===== src/rtl/keypad_scanner.sv =====
// 4x4 matrix keypad scanner: row-by-row scan, whole-scan debounce and a
// 4-entry first-word-fall-through FIFO of debounced key presses.
module keypad_scanner #(
    parameter int SETTLE_CYCLES  = 4,
    parameter int DEBOUNCE_SCANS = 2
) (
    input  logic       clk,
    input  logic       rst,
    output logic [3:0] rows,
    input  logic [3:0] cols,
    input  logic       rd_en,
    input  logic       ovf_clr,
    output logic [3:0] key_code,
    output logic       empty,
    output logic       key_down,
    output logic       overflow
);

    localparam int CW = $clog2(SETTLE_CYCLES);
    localparam int SW = $clog2(DEBOUNCE_SCANS + 1);
    localparam logic [CW-1:0] SETTLE_LAST = CW'(SETTLE_CYCLES - 1);
    localparam logic [SW-1:0] STABLE_MAX  = SW'(DEBOUNCE_SCANS);

    typedef enum logic [1:0] {
        IDLE  = 2'd0,
        DRIVE = 2'd1,
        ACCUM = 2'd2
    } scan_state_t;

    // Returns {hit, col} for the lowest-index low column of an active-low sample.
    function automatic logic [2:0] first_low_col(input logic [3:0] c);
        logic [2:0] r;
        if (!c[0]) begin
            r = 3'b100;
        end else if (!c[1]) begin
            r = 3'b101;
        end else if (!c[2]) begin
            r = 3'b110;
        end else if (!c[3]) begin
            r = 3'b111;
        end else begin
            r = 3'b000;
        end
        return r;
    endfunction

    // synchronizer
    logic [3:0]    cols_meta_r, cols_sync_r;
    // scan FSM
    scan_state_t   state_r, state_n;
    logic [1:0]    row_r, row_n;
    logic [CW-1:0] settle_r, settle_n;
    logic [3:0]    rows_r, rows_n;
    logic          sample_s;
    logic [2:0]    col_hit_s;
    // per-scan candidate
    logic          cand_hit_r, cand_hit_n;
    logic [3:0]    cand_code_r, cand_code_n;
    // debounce
    logic          prev_hit_r, prev_hit_n;
    logic [3:0]    prev_code_r, prev_code_n;
    logic [SW-1:0] stable_r, stable_n;
    logic          deb_hit_r, deb_hit_n;
    logic [3:0]    deb_code_r, deb_code_n;
    logic          push_s;
    // FIFO
    logic [3:0]    mem_r [4];
    logic [1:0]    wr_ptr_r, wr_ptr_n;
    logic [1:0]    rd_ptr_r, rd_ptr_n;
    logic [1:0]    rd_next_s;
    logic [2:0]    count_r, count_n;
    logic          pop_s, full_s, wr_s, drop_s;
    logic [3:0]    key_code_r, key_code_n;
    logic          empty_r;
    logic          overflow_r, overflow_n;

    assign rows     = rows_r;
    assign key_code = key_code_r;
    assign empty    = empty_r;
    assign key_down = deb_hit_r;
    assign overflow = overflow_r;

    // Two-flop synchronizer for the asynchronous column inputs.
    always_ff @(posedge clk) begin
        if (rst) begin
            cols_meta_r <= 4'b1111;
            cols_sync_r <= 4'b1111;
        end else begin
            cols_meta_r <= cols;
            cols_sync_r <= cols_meta_r;
        end
    end

    // Scan next-state: row sequencing, settle counting and the row drive for next cycle.
    always_comb begin
        state_n  = state_r;
        row_n    = row_r;
        settle_n = settle_r;
        sample_s = 1'b0;
        rows_n   = 4'b1111;
        case (state_r)
            IDLE: begin
                state_n  = DRIVE;
                row_n    = 2'd0;
                settle_n = '0;
            end
            DRIVE: begin
                if (settle_r == SETTLE_LAST) begin
                    sample_s = 1'b1;
                    settle_n = '0;
                    row_n    = row_r + 2'd1;
                    if (row_r == 2'd3) begin
                        state_n = ACCUM;
                    end else begin
                        state_n = DRIVE;
                    end
                end else begin
                    settle_n = settle_r + CW'(1);
                end
            end
            ACCUM: begin
                state_n  = DRIVE;
                row_n    = 2'd0;
                settle_n = '0;
            end
            default: begin
                state_n  = IDLE;
                row_n    = 2'd0;
                settle_n = '0;
            end
        endcase
        // ACCUM keeps row 0 driven so the next scan's settle time starts early
        case (state_n)
            IDLE:    rows_n = 4'b1111;
            DRIVE:   rows_n = ~(4'b0001 << row_n);
            ACCUM:   rows_n = 4'b1110;
            default: rows_n = 4'b1111;
        endcase
    end

    // Scan state register with registered row drive.
    always_ff @(posedge clk) begin
        if (rst) begin
            state_r  <= IDLE;
            row_r    <= 2'd0;
            settle_r <= '0;
            rows_r   <= 4'b1111;
        end else begin
            state_r  <= state_n;
            row_r    <= row_n;
            settle_r <= settle_n;
            rows_r   <= rows_n;
        end
    end

    // Latch the first hit of a scan (lowest code); cleared once ACCUM consumes it.
    always_comb begin
        col_hit_s   = first_low_col(cols_sync_r);
        cand_hit_n  = cand_hit_r;
        cand_code_n = cand_code_r;
        if (state_r == ACCUM) begin
            cand_hit_n  = 1'b0;
            cand_code_n = 4'd0;
        end else if (sample_s && col_hit_s[2] && !cand_hit_r) begin
            cand_hit_n  = 1'b1;
            cand_code_n = {row_r, col_hit_s[1:0]};
        end else begin
            cand_hit_n  = cand_hit_r;
            cand_code_n = cand_code_r;
        end
    end

    // Debounce across whole scans and flag a press when the debounced key becomes a new hit.
    always_comb begin
        prev_hit_n  = prev_hit_r;
        prev_code_n = prev_code_r;
        stable_n    = stable_r;
        deb_hit_n   = deb_hit_r;
        deb_code_n  = deb_code_r;
        push_s      = 1'b0;
        if (state_r == ACCUM) begin
            if ({cand_hit_r, cand_code_r} == {prev_hit_r, prev_code_r}) begin
                if (stable_r == STABLE_MAX) begin
                    stable_n = stable_r;
                end else begin
                    stable_n = stable_r + SW'(1);
                end
            end else begin
                stable_n    = SW'(1);
                prev_hit_n  = cand_hit_r;
                prev_code_n = cand_code_r;
            end
            if ((stable_n == STABLE_MAX) &&
                ({cand_hit_r, cand_code_r} != {deb_hit_r, deb_code_r})) begin
                deb_hit_n  = cand_hit_r;
                deb_code_n = cand_code_r;
                push_s     = cand_hit_r;
            end else begin
                push_s = 1'b0;
            end
        end else begin
            push_s = 1'b0;
        end
    end

    // Candidate and debounce state registers.
    always_ff @(posedge clk) begin
        if (rst) begin
            cand_hit_r  <= 1'b0;
            cand_code_r <= 4'd0;
            prev_hit_r  <= 1'b0;
            prev_code_r <= 4'd0;
            stable_r    <= '0;
            deb_hit_r   <= 1'b0;
            deb_code_r  <= 4'd0;
        end else begin
            cand_hit_r  <= cand_hit_n;
            cand_code_r <= cand_code_n;
            prev_hit_r  <= prev_hit_n;
            prev_code_r <= prev_code_n;
            stable_r    <= stable_n;
            deb_hit_r   <= deb_hit_n;
            deb_code_r  <= deb_code_n;
        end
    end

    // FIFO control: push/pop arbitration, overflow and the registered head.
    always_comb begin
        pop_s      = rd_en && (count_r != 3'd0);
        full_s     = (count_r == 3'd4);
        wr_s       = push_s && (!full_s || pop_s);
        drop_s     = push_s && full_s && !pop_s;
        rd_next_s  = rd_ptr_r + 2'd1;
        wr_ptr_n   = wr_s  ? (wr_ptr_r + 2'd1) : wr_ptr_r;
        rd_ptr_n   = pop_s ? rd_next_s : rd_ptr_r;
        case ({wr_s, pop_s})
            2'b10:   count_n = count_r + 3'd1;
            2'b01:   count_n = count_r - 3'd1;
            default: count_n = count_r;
        endcase
        key_code_n = key_code_r;
        if (pop_s) begin
            if (count_r > 3'd1) begin
                key_code_n = mem_r[rd_next_s];
            end else if (wr_s) begin
                key_code_n = cand_code_r;
            end else begin
                key_code_n = key_code_r;
            end
        end else if (wr_s && (count_r == 3'd0)) begin
            key_code_n = cand_code_r;
        end else begin
            key_code_n = key_code_r;
        end
        // a dropped press takes priority over a simultaneous clear
        if (drop_s) begin
            overflow_n = 1'b1;
        end else if (ovf_clr) begin
            overflow_n = 1'b0;
        end else begin
            overflow_n = overflow_r;
        end
    end

    // FIFO storage, pointers, count and registered outputs.
    always_ff @(posedge clk) begin
        if (rst) begin
            for (int i = 0; i < 4; i++) begin
                mem_r[i] <= 4'd0;
            end
            wr_ptr_r   <= 2'd0;
            rd_ptr_r   <= 2'd0;
            count_r    <= 3'd0;
            key_code_r <= 4'd0;
            empty_r    <= 1'b1;
            overflow_r <= 1'b0;
        end else begin
            if (wr_s) begin
                mem_r[wr_ptr_r] <= cand_code_r;
            end
            wr_ptr_r   <= wr_ptr_n;
            rd_ptr_r   <= rd_ptr_n;
            count_r    <= count_n;
            key_code_r <= key_code_n;
            empty_r    <= (count_n == 3'd0);
            overflow_r <= overflow_n;
        end
    end

endmodule


===== config.mk =====
export PLATFORM = sky130hd
export DESIGN_NAME = keypad_scanner
export DESIGN_NICKNAME = d
export VERILOG_FILES = /design/src/rtl/keypad_scanner.sv
export SDC_FILE = /design/constraint.sdc
export NUM_CORES = 1
export LEC_CHECK = 0
export CORE_MARGIN = 2
export CORE_UTILIZATION = 40
export CTS_BUF_LIST = sky130_fd_sc_hd__clkbuf_4
export DETAILED_ROUTE_END_ITERATION = 8
export HOLD_SLACK_MARGIN = 0.02
export PLACE_DENSITY = 0.65
export SKIP_LAST_GASP = 1
export SYNTH_ARGS = -nofsm -noshare
export SYNTH_HDL_FRONTEND = slang
export SYNTH_SLANG_ARGS = --single-unit

===== constraint.sdc =====
create_clock -name clk -period 2.4 [get_ports clk]
set_input_delay 0.36 -clock clk [delete_from_list [all_inputs] [get_ports clk]]
set_output_delay 0.36 -clock clk [all_outputs]
set_load 0.05 [all_outputs]

# [After elaboration in Yosys (flattened, before gate mapping)]
# Memory sizes are Yosys's and may differ from the RTL's.
# Cells that the tools add are included.
[totals] latch_bits=0 ramBits=16 mem_bits_ro=0 mem_count=1 ff_bits=48 output_inout_bits=11 in_bits=8
[op_classes] n_bitwise=3 n_reduce_logical=25 n_shift=1 n_eq_ne=14 multipliers=0 n_div=0 mux=32 n_lt_le_gt_ge=1 addsub=7
[memory_table] memory="mem_r" depth=4 word_bits=4 read_ports=1 rd_ports_with_merged_regs=0 wr=4 line_no="67" source="logic [3:0] mem_r [4];"
[ops] cell="$mux W4" count=5
[ops] cell="$mux W2" count=8
[ops] cell="$eq A2 B2 Y1 const B" count=7
[ops] cell="$mux W1" count=12
[ops] cell="$mux W3" count=4
[ops] cell="$add A2 B1 Y2 const B" count=5
[ops] cell="$logic_and A1 B1 Y1" count=8
[ops] cell="$pmux W4 S2" count=1
[ops] cell="$eq A2 B1 Y1 const B" count=3
[ops] cell="$logic_not A3 Y1" count=2
[ops] cell="$pmux W3 S2" count=1
[ops] cell="$reduce_and A2 Y1" count=3
[ops] cell="$eq A5 B5 Y1" count=1
[ops] cell="$ne A5 B5 Y1" count=1
[ops] cell="$not A4 Y4" count=1
[ops] cell="$pmux W2 S2" count=1
[ops] cell="$reduce_bool A2 Y1" count=2
[ops] cell="$reduce_or A2 Y1" count=2
[ops] cell="$reduce_or A4 Y1" count=1
[ops] cell="$shl A1 B2 Y4 const A" count=1
[ops] cell="$add A3 B1 Y3 const B" count=1
[ops] cell="$eq A3 B3 Y1 const B" count=1
[ops] cell="$gt A3 B1 Y1 const B" count=1
[ops] cell="$logic_not A1 Y1" count=3
[ops] cell="other kinds (7)" count=8

# [Depth between registers and ports, before layout]
# Gate-level depths: netlist (run 1).
[logic_depth] word_depth=14 depth_mapped=13 ltp_nobuf=12

# [Worst setup path after synthesis (run 1)]
# OpenSTA, ideal clock, no wires.
[synth_path] path_kind="reg2reg" startpoint="register cand_code_r[2]" endpoint="register empty_r, in the netlist empty" synth_period_minus_slack_ns=2.517 stages_incl_launch_ff=12 t_required_ns=2.276 setup_time_ns=0.124 arrival_ns=2.392 slack_ns=-0.117 path_buffers=2 cell_sequence="dfxtp_1 -> buf_6 -> xor2_1 -> nor4_4 -> nand2_4 -> or3_1 -> buf_6 -> ha_1 -> nor2_1 -> nor2_1 -> nor3_1 -> nor3_1"
[synth_between] elab_chain_len=11
[synth_lines] element="start: declaration" line_no="58" source="logic [3:0] cand_code_r, cand_code_n;"
[synth_lines] element="start signal: assignment" line_no="218" source="cand_code_r <= cand_code_n;"
[synth_lines] element="$eq A5 B5 Y1" line_no="182" source="if ({cand_hit_r, cand_code_r} == {prev_hit_r, prev_code_r}) begin"
[synth_lines] element="$mux W2" line_no="182"
[synth_lines] element="$mux W2" line_no="181" source="if (state_r == ACCUM) begin"
[synth_lines] element="$eq A2 B2 Y1" line_no="193" source="if ((stable_n == STABLE_MAX) &&"
[synth_lines] element="$logic_and A1 B1 Y1 *" line_no="193"
[synth_lines] element="$mux W1 *" line_no="193"
[synth_lines] element="$mux W1 *" line_no="181"
[synth_lines] element="$logic_and A1 B1 Y1 *" line_no="231" source="wr_s = push_s && (!full_s || pop_s);"
[synth_lines] element="$eq A2 B1 Y1 / $eq A2 B2 Y1 (equally long branches)" line_no="236" source="case ({wr_s, pop_s})"
[synth_lines] element="$pmux W3 S2 *" line_no="236"
[synth_lines] element="$logic_not A3 Y1 *" line_no="285" source="empty_r <= (count_n == 3'd0);"
[synth_lines] element="end signal: assignment" line_no="285"
[synth_lines] element="end: declaration" line_no="74" source="logic empty_r;"
# Mark *: on every way between the ends. The rest lies on a longest branch, timed or not. The select of a mux whose other input is x is not followed.
# A chain may end at the register's enable or synchronous reset.

# [Worst setup path in the final report (run 1)]
[layout_path] startpoint="register cand_code_r[0]" endpoint="register empty_r, in the netlist empty"
[layout_between] elab_chain_len=11
[layout_lines] element="$eq A5 B5 Y1" line_no="182"
[layout_lines] element="$mux W2" line_no="182"
[layout_lines] element="$mux W2" line_no="181"
[layout_lines] element="$eq A2 B2 Y1" line_no="193"
[layout_lines] element="$logic_and A1 B1 Y1 *" line_no="193"
[layout_lines] element="$mux W1 *" line_no="193"
[layout_lines] element="$mux W1 *" line_no="181"
[layout_lines] element="$logic_and A1 B1 Y1 *" line_no="231"
[layout_lines] element="via wr_s" line_no="72" source="logic pop_s, full_s, wr_s, drop_s;"
[layout_lines] element="$eq A2 B1 Y1 / $eq A2 B2 Y1 (equally long branches)" line_no="236"
[layout_lines] element="$pmux W3 S2 *" line_no="236"
[layout_lines] element="$logic_not A3 Y1 *" line_no="285"
# The timed path passes the listed nets; every way through them passes the cells marked *. The select of a mux whose other input is x is not followed.

==> metrics.md, run 1 <==
| Metric | Value |
|---|---|
| Status | finished clean |
| DR WL/cell | 13.74 um |
| Cell taking the most area after synthesis | dfxtp_1 |
| Routed via count | 2165 |
| Initial Util | 41.29% |
| Post-synth top area share | 32.26% |
| GRT Overall Usage | roughly 16% |
| Final Hold Violating Endpoints | 0 |
| Slew @ Worst Pin | 525.9 ps |
| Die area | 0.008154 mm^2 |
| H-tree depth | 3 |
| Fin cells | around 430 |
| Layout area overhead | 21.08% |
| LEAKAGE | 1.437 nW |
| Detailed Route WL | 5838 um |
| Worst Reg2Reg Path Length in Cells | 11 |
| Clock Tree Buf Depth | 2 |
| Crit path max fanout | 3 |
| Synthesized flop and latch total | 64 |
| I/O pin cnt | 19 |
| Max Cap Viol | 0 |
| Critical path capture point type | register |
| Startpoint Class | register |
| Rows | 31 |
| Highest metal used | met4 |
| Max Clk Rate | 429.9 MHz |
| I/O Buffers | 18 |
| RSZ-0062 raised after global routing | true |
| Hold buffer count at CTS | 0 |
| Clock root cell | clkbuf_4 |
| Residual DRC count | 0 |
| Antenna-violating nets left | 0 |
| P per Cell Area | 594.5 mW/mm^2 |
| Hold WC Path Type | input pin to register |
| Synth area leaders | dfxtp_1, edfxtp_1, ha_1 |
| Fillers | 692 |
| CP required | roughly 2700 ps |
| Initial antenna violation count | 0 |
| Synth warnings | 0 |
| First-pass GRT wire length | 9894 um |
| Crit share post-route | 96.93% |
| Gr ovfl total | 0 |
| M1 WL | 2571 um |
| Critical Path End | empty |
| TritonCTS buffer count | 9 |
| Critical path's most frequent cell | nor3_2 |
| Worst path slowest cell | or3_4 |
| Max VDD drop | 0.4017 mV |
| Iter 0 DRT Violations | 87 |
| CTS tree | built |
| Clk Latency, worst-skew pair | 410 ps |
| DR WL met3 | 212 um |
| Die Y | 90.30 um |
| Crit Reg-Reg Startpoint | cand_code_r[0] |
| Syn Nets | 307 |
| Vias in the first global route | between 2000 and 2500 |
| Main synth FF type | dfxtp_1 |
| First-pass DRT Iterations | 4 |
| Final setup fails | 0 |
| Layout cells sized above 1 | about a fifth |
| Met2 wire len | around 3000 um |
| Slowest Stage Delay on Critical Path | 430 ps |
| Internal reg-to-reg setup slack | about 74 ps |
| WP data arrival | about 2600 ps |
| Skew final | 8.851 ps |
| Crit Path Category | register to register |
| EDFF count, synth | 16 |
| Mapped Avg Cell Area | 10.27 um^2 |
| Clock transition at path regs | 100 ps |
| Slew margin rel. | 64.94% |
| Slew Viols, Final | 0 |
| DP Worst Slack | -121.4 ps |
| Worst setup margin | 73.75 ps |
| Synth unique cells | 50 |
| Critical Path Start | cand_code_r[0] |
| Crit-path cells | xor2_2 > nor4_4 > nand2_4 > or3_4 > clkinv_2 > ha_4 > inv_1 > o22ai_1 > nor3b_2 > nor3_2 > nor3_2 |
| Sequential fraction of the synthesis area | 48.38% |
| Reg-to-Reg End | empty |
| Nets@finish | 338 |
| Final GP Congestion | 0.8430 |
| Final Critical Period | about 2300 ps |
| Core Footprint | ~0.007 mm^2 |
| Clock Sinks | 64 |
| Post-Syn Instances | 290 |
| Die width | 90.30 um |
| Placed Cells | 409 |
| DR vias/cell | 5.094 |
| Postcts setup bufs | 0 |
| Antenna Cells | 0 |
| Post-synth ARST share | 0% |
| Largest net degree at the start of global routing | 32 |
| Final HPWL DP | approximately 4200 um |
| Netlist Area Pre-Place | 0.002979 mm^2 |
per-stage QoR:
stage	utilization, %	instance area [um^2]	hold slack (ps)	total power (W)	TNS (ps)
floorplan	-	3022	389.5	0.001198	0
global placement	46.79	3376	393.5	0.001229	-60.21
detailed placement	46.79	3376	395.4	0.001231	-373.2
CTS	49.43	3566	388.8	0.002178	0
global route	50.00	3607	429.6	0.002233	-53.49
finish	50.00	3607	405.7	0.002145	0
how the worst min path moves through the flow:
stage                              start              to  slack [ps]  depth (start not counted)
after floorplan           cols_meta_r[0]  cols_sync_r[0]         390                          1
after global placement    cols_meta_r[3]  cols_sync_r[3]         390                          1
after detailed placement  cols_meta_r[1]  cols_sync_r[1]         400                          1
after CTS                            rst        row_r[0]         390                          2
after global routing                 rst        row_r[0]         430                          2
final                                rst        row_r[1]         410                          2
synth_stat cells (7+ instances only):
cell and instances:
a21oi_1 14, and3_1 10, clkbuf_1 13, dfxtp_1 48
edfxtp_1 16, ha_1 9, inv_1 11, mux2i_1 10
nand2_1 24, nand2b_1 9, nor2_1 16, nor2b_1 7
o21bai_1 8, or2_2 8, xnor2_1 8
critical path: cells and delay by family, from the launching register on:
kind                       cells  cell delay [ps]
AOI/OAI and AO/OA              1              190
xor gates and xnor gates       1              190
and+or+nand+nor                6             1230
adders and majority gates      1              140
buffers and inverters          2              120
DFF                            1              350
report_power, final:
| group | leakage [nW] | switching (W) | internal [W] | total, W |
|---|---|---|---|---|
| clock | 0.0969 | 0.000409 | 0.000529 | 0.000938 |
| combinational | 0.787 | 0.0000404 | 0.0000364 | 0.0000767 |
| sequential | 0.552 | 0.00000724 | 0.00112 | 0.00113 |
routing by layer:
metal / vias up / GRT usage, %
li1: 1078 / -
met1: 1049 / 17.88
met2: 33 / 26.75
met3: 5 / 6.511
met4: 0 / 3.846
met5: - / 0
repair_timing:
| action | CTS | global route |
|---|---|---|
| resized for setup | 1 | 9 |
| endpoints found under the setup margin | 1 | 17 |
| pin swaps | 0 | 1 |
cell usage in the layout (no fill, tap or decap), types with 4 or more instances in the layout:
| cell | count |
|---|---|
| dfxtp_1 | 47 |
| nand2_1 | 24 |
| buf_4 | 21 |
| clkdlybuf4s50_1 | 17 |
| nor2_1 | 16 |
| edfxtp_1 | 16 |
| a21oi_1 | 14 |
| inv_1 | 11 |
| and3_1 | 10 |
| mux2i_1 | 10 |
| nand2b_1 | 9 |
| clkbuf_4 | 9 |
| xnor2_1 | 8 |
| o21bai_1 | 8 |
| or2_2 | 8 |
| ha_1 | 7 |
| nor2b_1 | 6 |
| o21ai_0 | 6 |
| xor2_1 | 5 |
| and2_1 | 4 |
| mux4_2 | 4 |
| a21boi_0 | 4 |
| a211oi_1 | 4 |
| and4b_1 | 4 |
final cells by class:
class	count	area [um^2]	area share, %
Timing Repair Buffer	39	332.8	9.226
Clock inverter	7	117.6	3.260
Multi-Input combinational cell	195	1476	40.93
Tap cell	99	123.9	3.434
Inverter	12	46.29	1.283
Clock buffer	9	67.56	1.873
Sequential cell	64	1443	39.99
sequential cells by signal, indices dropped and copies added (netlist names):
name         cells
cols_sync_r      4
state_r          2
prev_hit_r       1
count_r          3
empty            1
row_r            2
cand_code_r      4
deb_code_r       4
mem_r           16
cand_hit_r       1
overflow         1
key_down         1
prev_code_r      4
rd_ptr_r         2
cols_meta_r      4
key_code         4
stable_r         2
settle_r         2
wr_ptr_r         2
rows             4
logic make-up after synthesis:
family | share of synthesized area, %
AOI/OAI and AO/OA | 10.29
and+or+nand+nor | 22.01
xor gates and xnor gates | 4.116
muxes | 6.762
buffers and inverters | 4.661
DFF | 48.38
adders and majority gates | 3.780
No activity file was read; power rests on OpenSTA's default activity.
==> inputs of run 2 (changes only) <==
--- a/config.mk
+++ b/config.mk
@@ -5,7 +5,6 @@
 export SDC_FILE = /design/constraint.sdc
 export NUM_CORES = 1
 export LEC_CHECK = 0
-export CORE_MARGIN = 2
 export CORE_UTILIZATION = 40
 export CTS_BUF_LIST = sky130_fd_sc_hd__clkbuf_4
 export DETAILED_ROUTE_END_ITERATION = 8
==> run 2 against run 1 <==
Clock skew is 0.62 ps higher. Clock power shrank 16%. Via count shrank 3.8%. Critical path type unchanged. Critical endpoint unchanged. Global-route usage is 1.0 points higher. Flip-flop and latch count unchanged. Total power is 7.1% lower. Sequential share of layout area grew 0.73 points. Non-clock buffer count fell by 1. Combinational power down 2.9%. Setup slack gained 57 ps.
==> metrics.md, run 2 (same netlist as run 1, synthesis figures left out) <==
| Metric | Value |
|---|---|
| Slew margin rel. | 59.89% |
| Die width | 88.30 um |
| Critical path capture point type | register |
| Crit path max fanout | 3 |
| Crit-path leading delay family | simple AND/OR/NAND/NOR gates |
| Iter 0 DRT Violations | 43 |
| Final Critical Period | 2269 ps |
| Final setup fails | 0 |
| Max reg flops | 16 |
| Worst setup margin | 131.0 ps |
| Fillers | 688 |
| Skew final | 9.471 ps |
| First-pass GRT wire length | just under 10000 um |
| RSZ-0062 raised after global routing | true |
| Worst path bufs/invs | 2 |
| Max Clk Rate | 440.7 MHz |
| Layout area overhead | 18.82% |
| CTS tree | built |
| P per Cell Area | between 500 and 600 mW/mm^2 |
| Clock root cell | clkbuf_4 |
| Clk Latency, worst-skew pair | 400 ps |
| LEAKAGE | 1.412 nW |
| Die Y | approximately 88 um |
| DP Worst Slack | -110.9 ps |
| Initial Util | roughly 41% |
| TritonCTS buffer count | 9 |
| Max VDD drop | 0.3559 mV |
| Rows | 31 |
| Nets@finish | about 340 |
| Die area | between 0.007 and 0.008 mm^2 |
| Detailed Route WL | 5610 um |
| Clock transition at path regs | roughly 100 ps |
| First-pass DRT Iterations | 4 |
| Layout cells sized above 1 | 18.83% |
| Vias in the first global route | around 2000 |
| Max Cap Viol | 0 |
| CP required | 2690 ps |
| Fin Setup TNS | 0 ps |
| Slowest Stage Delay on Critical Path | 430 ps |
| Slew Viols, Final | 0 |
| DR WL/cell | 13.26 um |
| Largest net degree at the start of global routing | 38 |
| Final GP Congestion | 0.8006 |
| I/O pin cnt | 19 |
| Final core area utilization | between 40% and 50% |
| Gr ovfl total | 0 |
| Most common cell after layout, fill and taps aside | dfxtp_1 |
| Slew @ Worst Pin | ~600 ps |
| Core Footprint | slightly above 0.007 mm^2 |
| WP data arrival | 2560 ps |
| Clock Sinks | 64 |
| Antenna-violating nets left | 0 |
| Routed via count | 2082 |
| Final Hold Violating Endpoints | 0 |
| H-tree depth | 3 |
| Residual DRC count | 0 |
| Final HPWL DP | 4018 um |
| Fin cells | 423 |
| Worst path slowest cell | or3_4 |
| Crit Path Category | register to register |
| Status | finished clean |
| Startpoint Class | register |
| Initial antenna violation count | 0 |
| Crit share post-route | 94.54% |
| Reg with most FFs | mem_r |
| DR vias/cell | 4.922 |
| Clock Tree Buf Depth | 2 |
| Placed Cells | 408 |
| Hold slack | 417.3 ps |
| GRT Overall Usage | about 17% |
| Antenna Cells | 0 |
| Critical path's most frequent cell | nor3_1 |
| I/O Buffers | 18 |
| Crit-path cells | xor2_2 > nor4_4 > nand2_4 > or3_4 > clkinv_2 > ha_4 > inv_1 > o22ai_1 > nor3b_1 > nor3_1 > nor3_1 |
| Hold WC Path Type | register to register |
| Most frequent cells in the layout | dfxtp_1, nand2_1, buf_4 |
[run 2: final timing paths]
check	from	end	slack [ps]	cells after the start
hold reg to reg	cols_meta_r[3]	cols_sync_r[3]	420	1
setup reg to reg	cand_code_r[0]	empty	130	11
setup / recovery	cand_code_r[0]	empty	130	11
hold / removal	cols_meta_r[3]	cols_sync_r[3]	420	1
[run 2: layer usage]
layer | part of all wire [%] | global-route usage (%) | wire length [um] | up-vias
met4 | 1.6 | 5.572 | 89 | 0
met5 | 0 | 0 | 0 | -
met1 | 46 | 19.50 | 2593 | 965
li1 | - | - | - | 1073
met2 | 49 | 28.25 | 2728 | 33
met3 | 3.5 | 5.690 | 199 | 11
[run 2: final cells by class]
type	instances	area (um^2)	area share, %
clock inverter	5	72.57	2.050
timing repair buffer	38	325.3	9.191
tap	99	123.9	3.499
multi-input combinational	195	1455	41.11
sequential	64	1441	40.72
clock buffer	10	75.07	2.121
inverter	12	46.29	1.308
[run 2: where the power goes]
| part | total [W] | internal [W] | leakage [nW] | switching, W |
|---|---|---|---|---|
| Sequential | 0.00113 | 0.00112 | 0.552 | 0.00000748 |
| Clock | 0.000788 | 0.000421 | 0.0813 | 0.000367 |
| Combinational | 0.0000745 | 0.0000353 | 0.779 | 0.0000391 |
| Total | 0.00199 | 0.00158 | 1.41 | 0.000414 |
[run 2: timing repair]
action / in CTS / in global routing
hold buffers: 0 / 0
setup endpoints to repair: 0 / 18
buffers inserted: 0 / 0
resized for setup: 0 / 5
[run 2: metrics by stage]
stage	cell area, um^2	total power, W
5_1_grt	3540	0.002085
4_1_cts	3516	0.002024
2_1_floorplan	3022	0.001198
3_3_place_gp	3368	0.001228
3_5_place_dp	3368	0.001229
6_report	3540	0.001992
